File: src/rtl/cpri_pkg.sv
// cpri_pkg: shared constants and types for the CPRI receive deframer.
//   K_CHAR_DEF - default comma byte (K28.5)
//   state_e    - word-alignment FSM states
//   WORD_W     - received word width
//   BEAT_W     - packed output beat width
package cpri_pkg;

  localparam logic [7:0]  K_CHAR_DEF = 8'hBC;
  localparam int unsigned WORD_W     = 16;
  localparam int unsigned BEAT_W     = 64;

  typedef enum logic [1:0] {
    HUNT   = 2'd0,
    VERIFY = 2'd1,
    SYNC   = 2'd2
  } state_e;

endpackage

File: src/rtl/cpri_word_packer.sv
// cpri_word_packer: packs 16-bit payload words into 64-bit beats,
// little-endian word order, and flags the first beat of each frame.
// VFIFO full is sampled in the cycle the 4th word arrives; a beat that
// cannot be accepted is dropped and reported on drop_c.
//   clk, rst_n  - clock, synchronous active-low reset
//   word_en     - word is payload to be packed
//   first       - word is word 1 of its frame
//   flush       - discard any partial beat (not in sync)
//   word        - payload word
//   full        - downstream cannot accept a beat
//   data/valid/sof - registered beat outputs
//   drop_c      - combinational: a completed beat is being dropped
module cpri_word_packer
  import cpri_pkg::*;
(
  input  logic              clk,
  input  logic              rst_n,
  input  logic              word_en,
  input  logic              first,
  input  logic              flush,
  input  logic [WORD_W-1:0] word,
  input  logic              full,
  output logic [BEAT_W-1:0] data,
  output logic              valid,
  output logic              sof,
  output logic              drop_c
);

  logic [1:0]  idx_q;
  logic [47:0] buf_q;
  logic        sof_pend_q;

  assign drop_c = word_en && !flush && (idx_q == 2'd3) && full;

  // Word accumulation and beat emission
  always_ff @(posedge clk) begin
    if (!rst_n) begin
      idx_q      <= '0;
      buf_q      <= '0;
      sof_pend_q <= 1'b0;
      data       <= '0;
      valid      <= 1'b0;
      sof        <= 1'b0;
    end else begin
      valid <= 1'b0;
      sof   <= 1'b0;
      if (flush) begin
        idx_q      <= '0;
        sof_pend_q <= 1'b0;
      end else if (word_en) begin
        idx_q <= idx_q + 2'd1;
        case (idx_q)
          2'd0: begin
            buf_q[15:0] <= word;
            sof_pend_q  <= first;
          end
          2'd1:    buf_q[31:16] <= word;
          2'd2:    buf_q[47:32] <= word;
          default: begin
            if (!full) begin
              data  <= {word, buf_q};
              valid <= 1'b1;
              sof   <= sof_pend_q;
            end
          end
        endcase
      end
    end
  end

endmodule

File: src/rtl/cpri_rx_deframer.sv
// cpri_rx_deframer: comma-based CPRI frame alignment and payload packing.
// Optional statistics counters are built when CPRI_RX_STATS_EN is defined.
//   CLK_245M76    - recovered data clock
//   RST_N         - synchronous active-low reset
//   Data_in       - received word, comma byte in [7:0]
//   Char_in       - Data_in[7:0] is a K character
//   VFIFO_Full    - downstream FIFO cannot accept a beat
//   Data_Out      - packed 64-bit payload beat, first word in [15:0]
//   Valid_Out     - Data_Out valid
//   Sof_Out       - first beat of a frame (with Valid_Out)
//   Locked_Out    - aligner in SYNC
//   Comma_Err_Cnt - saturating comma error count (stats only)
//   Overflow_Cnt  - saturating dropped-beat count (stats only)
module cpri_rx_deframer
  import cpri_pkg::*;
#(
  parameter int unsigned FRAME_WORDS = 65,
  parameter int unsigned SYNC_CNT    = 3,
  parameter int unsigned LOSS_CNT    = 2,
  parameter logic [7:0]  K_CHAR      = K_CHAR_DEF
) (
  input  logic              CLK_245M76,
  input  logic              RST_N,
  input  logic [WORD_W-1:0] Data_in,
  input  logic              Char_in,
  input  logic              VFIFO_Full,
  output logic [BEAT_W-1:0] Data_Out,
  output logic              Valid_Out,
  output logic              Sof_Out,
  output logic              Locked_Out
`ifdef CPRI_RX_STATS_EN
  ,
  output logic [15:0]       Comma_Err_Cnt,
  output logic [15:0]       Overflow_Cnt
`endif
);

  localparam int unsigned WCNT_W = $clog2(FRAME_WORDS);
  localparam int unsigned GOOD_W = $clog2(SYNC_CNT + 1);
  localparam int unsigned ERR_W  = $clog2(LOSS_CNT + 1);

  // Payload must divide evenly into 4-word beats
  if (((FRAME_WORDS - 1) % 4) != 0) begin : g_bad_frame
    $error("cpri_rx_deframer: FRAME_WORDS-1 must be a multiple of 4");
  end

  state_e             state_q, state_d;
  logic [WCNT_W-1:0]  wcnt_q, wcnt_d, wcnt_inc;
  logic [GOOD_W-1:0]  good_q, good_d;
  logic [ERR_W-1:0]   err_q, err_d;
  logic               comma;
  logic               comma_err_c;
  logic               drop_c;

  assign comma    = Char_in && (Data_in[7:0] == K_CHAR);
  assign wcnt_inc = (wcnt_q == WCNT_W'(FRAME_WORDS - 1)) ? '0 : wcnt_q + WCNT_W'(1);

  // State register
  always_ff @(posedge CLK_245M76) begin
    if (!RST_N) begin
      state_q    <= HUNT;
      wcnt_q     <= '0;
      good_q     <= '0;
      err_q      <= '0;
      Locked_Out <= 1'b0;
    end else begin
      state_q    <= state_d;
      wcnt_q     <= wcnt_d;
      good_q     <= good_d;
      err_q      <= err_d;
      Locked_Out <= (state_d == SYNC);
    end
  end

  // Alignment next-state logic
  always_comb begin
    state_d     = state_q;
    wcnt_d      = wcnt_q;
    good_d      = good_q;
    err_d       = err_q;
    comma_err_c = 1'b0;
    case (state_q)
      HUNT: begin
        wcnt_d = '0;
        if (comma) begin
          state_d = VERIFY;
          wcnt_d  = WCNT_W'(1);
          good_d  = GOOD_W'(1);
        end
      end
      VERIFY: begin
        wcnt_d = wcnt_inc;
        if (wcnt_q == '0) begin
          if (comma) begin
            good_d = good_q + GOOD_W'(1);
            if ((32'(good_q) + 32'd1) >= SYNC_CNT) begin
              state_d = SYNC;
              err_d   = '0;
            end
          end else begin
            state_d = HUNT;
            wcnt_d  = '0;
            good_d  = '0;
          end
        end else if (comma) begin
          // Stray comma: re-anchor the frame on it
          wcnt_d = WCNT_W'(1);
          good_d = GOOD_W'(1);
        end
      end
      SYNC: begin
        wcnt_d = wcnt_inc;
        if (wcnt_q == '0) begin
          if (comma) begin
            err_d = '0;
          end else begin
            comma_err_c = 1'b1;
            if ((32'(err_q) + 32'd1) >= LOSS_CNT) begin
              state_d = HUNT;
              wcnt_d  = '0;
              good_d  = '0;
              err_d   = '0;
            end else begin
              err_d = err_q + ERR_W'(1);
            end
          end
        end else if (comma) begin
          // Misplaced comma stays in the payload but is flagged
          comma_err_c = 1'b1;
        end
      end
      default: begin
        state_d = HUNT;
        wcnt_d  = '0;
        good_d  = '0;
        err_d   = '0;
      end
    endcase
  end

  cpri_word_packer u_packer (
    .clk     (CLK_245M76),
    .rst_n   (RST_N),
    .word_en ((state_q == SYNC) && (wcnt_q != '0)),
    .first   (wcnt_q == WCNT_W'(1)),
    .flush   (state_q != SYNC),
    .word    (Data_in),
    .full    (VFIFO_Full),
    .data    (Data_Out),
    .valid   (Valid_Out),
    .sof     (Sof_Out),
    .drop_c  (drop_c)
  );

`ifdef CPRI_RX_STATS_EN
  // Saturating statistics counters
  always_ff @(posedge CLK_245M76) begin
    if (!RST_N) begin
      Comma_Err_Cnt <= '0;
      Overflow_Cnt  <= '0;
    end else begin
      if (comma_err_c && (Comma_Err_Cnt != 16'hFFFF)) Comma_Err_Cnt <= Comma_Err_Cnt + 16'd1;
      if (drop_c && (Overflow_Cnt != 16'hFFFF))       Overflow_Cnt  <= Overflow_Cnt + 16'd1;
    end
  end
`else
  logic unused_stats;
  assign unused_stats = ^{comma_err_c, drop_c};
`endif

endmodule
File: config.mk
export PLATFORM = sky130hd
export DESIGN_NAME = cpri_rx_deframer
export DESIGN_NICKNAME = d
export VERILOG_FILES = /design/src/rtl/cpri_pkg.sv /design/src/rtl/cpri_word_packer.sv /design/src/rtl/cpri_rx_deframer.sv
export SDC_FILE = /design/constraint.sdc
export NUM_CORES = 1
export LEC_CHECK = 0
export CORE_AREA = 2 2 153 155
export CTS_CLUSTER_SIZE = 25
export DETAILED_ROUTE_END_ITERATION = 8
export DIE_AREA = 0 0 155 157
export HOLD_SLACK_MARGIN = 0.03
export MAX_ROUTING_LAYER = met4
export PLACE_DENSITY = 0.47
export SKIP_LAST_GASP = 1
export SLEW_MARGIN = 25
export SYNTH_ARGS = -nofsm -noshare
export SYNTH_HDL_FRONTEND = slang
export SYNTH_SLANG_ARGS = --single-unit
File: constraint.sdc
create_clock -name CLK_245M76 -period 2.4 [get_ports CLK_245M76]
set_input_delay 0.24 -clock CLK_245M76 [delete_from_list [all_inputs] [get_ports CLK_245M76]]
set_output_delay 0.24 -clock CLK_245M76 [all_outputs]
set_load 0.005 [all_outputs]
==> summary.md, run 1 <==
| Metric | Value |
|---|---|
| Int Power | `around 0.0036 W` |
| Fin Clk Skew | `~13 ps` |
| Mean Syn Cell Area | `about 9 µm²` |
| Switching share of power | `about 23%` |
| Placer Congestion | `0.792` |
| R2R Path Start | `wcnt_q[2]$_SDFF_PN0_` |
| Crit start category | `flip-flop` |
| CTS tree | `built` |
| Setup violators final | `0` |
| Routed vias | `about 4,100` |
| Row count | `55` |
| Post-synth EDFFs | `0` |
| Cell Area, Synth | `between 5000 and 6000 µm²` |
| Static Leak | `2.76 nW` |
| Min-Delay Path Class | `in2reg` |
| Psw | `approximately 0.0011 W` |
| Post-route setup TNS | `0 ps` |
| Final WL | `around 15,000 µm` |
| Net Count, Synth | `just under 600` |
| Routed Antenna Nets | `0` |
| RSZ-0062 raised after global routing | `false` |
| Combinational share of power | `~3.2%` |
| DIE AREA | `between 20,000 and 25,000 µm²` |
| Number of global-route vias before repair | `approximately 4,000` |
| Largest fanout on the critical path | `11` |
| Core Area | `roughly 23,000 µm²` |
| Residual DRC | `0` |
| Largest net degree at the start of global routing | `approximately 70` |
| Initial core utilization | `a little under a quarter` |
| GR Overflow Total | `0` |
| Port bufs | `86` |
| Ys Warns | `0` |
| Chip height | `157 µm` |
| Clk sinks | `~130` |
| Flop pwr share | `46.1%` |
| Clock slew at reported path FFs | `around 60 ps` |
| CP Data Arrival Time | `around 2400 ps` |
| Worst-Margin Slew | `609 ps` |
| Initial antenna violation count | `0` |
| CTS Root Buffer Type | `clkbuf_16` |
| Cts bufs inserted | `17` |
| Yosys cell types | `47` |
| First-pass GRT wire length | `roughly 23,000 µm` |
| IO Count | `between 80 and 90` |
| Final Critical Period | `around 2100 ps` |
| Hold Buf Count CTS | `0` |
| Pwr dens | `between 600 and 700 nW/µm²` |
| Clock H-tree levels | `4` |
| Postcts setup bufs | `0` |
| Peak VDD IR | `430 µV` |
| Layout area overhead | `34.4%` |
| Period utilization | `88.3%` |
| Post_cts resized | `0` |
| Clock network power share | `~50%` |
| Gr usage total | `between 10% and 20%` |
| Seq cells post-synth | `131` |
| Slew Limit Fails | `0` |
| Status | `completed` |
| Sequential cell area fraction in the yosys report | `~51%` |
| Setup CP Type | `reg2reg` |
| Clk Latency, worst-skew pair | `roughly 420 ps` |
| Metal-1 WL | `approximately 7500 µm` |
| Met2 wire len | `between 6000 and 7000 µm` |
| Routed wl met3 | `662 µm` |
| Clock Tree Buf Depth | `2` |
| HPWL after DPL | `between 10,000 and 15,000 µm` |
| Die width | `155 µm` |
| Share of cells above drive strength 1 | `between 10% and 20%` |
| Worst Hold Margin | `roughly 280 ps` |
| Slew headroom | `59.4%` |
| Post-DR vias/cell | `between 4 and 5` |
| Crit end category | `flip-flop` |
| Final hold vios | `0` |
| Drt first pass iters | `4` |
| Post-synth top flop | `dfxtp_1` |
| Max Cap Viol | `0` |
| Async SR Flop Fraction | `0%` |
| Post-DR wirelength/cell | `approximately 16 µm` |
| Critical path origin | `wcnt_q[2]$_SDFF_PN0_` |
| Cells after Synth | `between 500 and 600` |
| Nets | `between 600 and 700` |
| Hold Startpoint | `RST_N` |
| Fmax | `around 0.47 GHz` |
| Data required time of the critical path | `roughly 2700 ps` |
| Top layer in use | `met4` |
| DRT iter0 DRCs | `260` |
[path summary, 6_finish.rpt]
kind	end	slack (ps)	cells past startpoint
worst min register to register	u_packer.data[19]$_SDFFE_PN0P_	450	2
worst max-delay path	u_packer.buf_q[8]$_SDFFE_PN0P_	280	5
worst min-delay path	u_packer.data[53]$_SDFFE_PN0P_	280	3
worst max register to register	u_packer.buf_q[8]$_SDFFE_PN0P_	280	5
[cell usage after synthesis (2+ instances only)]
library cell,count,area share [%]
nand2b_1,2,0.24
a21oi_1,4,0.39
o211ai_4,2,0.82
o21ai_0,47,4.6
xor2_1,2,0.34
nor2b_1,2,0.24
clkbuf_1,20,1.5
o21ai_1,16,1.6
nand3_1,65,6.3
ha_1,11,2.7
a31oi_1,4,0.48
nor3b_1,3,0.44
and3_1,4,0.48
buf_2,7,0.68
o21ai_2,4,0.68
nor3_1,11,1.1
dfxtp_1,131,51
o311ai_0,2,0.34
mux2i_1,48,9.3
nand3_2,6,1.2
buf_6,8,1.7
nor2_1,50,3.6
buf_1,5,0.36
inv_1,9,0.65
xnor2_1,4,0.68
nand4_1,2,0.24
nand2_1,71,5.2
or4_1,4,0.58
[cell families after synthesis]
family,after synthesis,share of synthesized area [%]
simple gates,227,20.6
xor+xnor,6,1.02
fa+ha+maj,11,2.67
buf+inv,52,5.21
flops,131,50.8
mux,48,9.30
compound gates,88,10.4
[cell type report]
type | count | area [µm²]
repair buffers | 112 | 1100
fillers | 2307 | 15600
diodes | 1 | 2.50
multi-input cells | 380 | 2280
flip-flops and latches | 131 | 2620
inverters | 10 | 37.5
clock inverters | 13 | 113
clock buffers | 17 | 425
well taps | 285 | 357
[power groups by stage]
stage / registers (W) / clock network, W / logic, W
after floorplan: 0.00222 / 0 / 0.0000497
after global placement: 0.00222 / 0 / 0.000154
after detailed placement: 0.00222 / 0 / 0.000154
after CTS: 0.00217 / 0.00246 / 0.000154
after global routing: 0.00217 / 0.00256 / 0.000160
final: 0.00217 / 0.00239 / 0.000150
[placed cells by master, fill, tap and decap left out, types with 5 or more instances in the layout]
cell             Yosys  final
dfxtp_1            131    131
clkdlybuf4s50_1      0     85
nand2_1             71     71
nand3_1             65     65
nor2_1              50     50
mux2i_1             48     48
o21ai_0             47     47
buf_4                1     23
clkbuf_16            0     17
o21ai_1             16     16
nor3_1              11     11
ha_1                11     11
inv_1                9      9
nand3_2              6      6
clkinv_2             0      5
[flip-flops by register name (all words and copies together), names as in the netlist]
name,count
wcnt_q,7
u_packer.idx_q,2
state_q,2
Locked_Out,1
u_packer.buf_q,48
u_packer.sof,1
u_packer.sof_pend_q,1
err_q,2
good_q,2
u_packer.data,64
u_packer.valid,1
[layer usage]
layer / global-route usage, % / vias up
met5: - / -
met4: 4.59 / 0
met3: 2.78 / 13
met2: 19.4 / 90
met1: 17.9 / 1898
li1: - / 2118
[critical path: stages, from the launching register on]
cell	delay (ps)
dfxtp_1	360
or4_1	710
o211ai_1	350
buf_4	310
mux2i_1	210
nor2_1	60
[metrics by stage]
step                      instances  area (µm²)  power, W  worst slack, ps  util, %
after floorplan                 563        5160   0.00227              507        -
after global placement          918        6400   0.00238             5.08     28.4
after detailed placement        918        6400   0.00238             8.40     28.4
after CTS                       948        6940   0.00479              255     30.8
after global routing            948        6940   0.00489              111     30.8
final                           949        6940   0.00472              280     30.8
(Power assumes the default switching activity.)
==> inputs of run 2 (changes only) <==
--- a/config.mk
+++ b/config.mk
@@ -6,6 +6,7 @@
 export NUM_CORES = 1
 export LEC_CHECK = 0
 export CORE_AREA = 2 2 153 155
+export CTS_CLUSTER_DIAMETER = 30
 export CTS_CLUSTER_SIZE = 25
 export DETAILED_ROUTE_END_ITERATION = 8
 export DIE_AREA = 0 0 155 157
==> results of run 2 <==
Same layout as run 1: the final DEF is identical, and so are final timing and power.
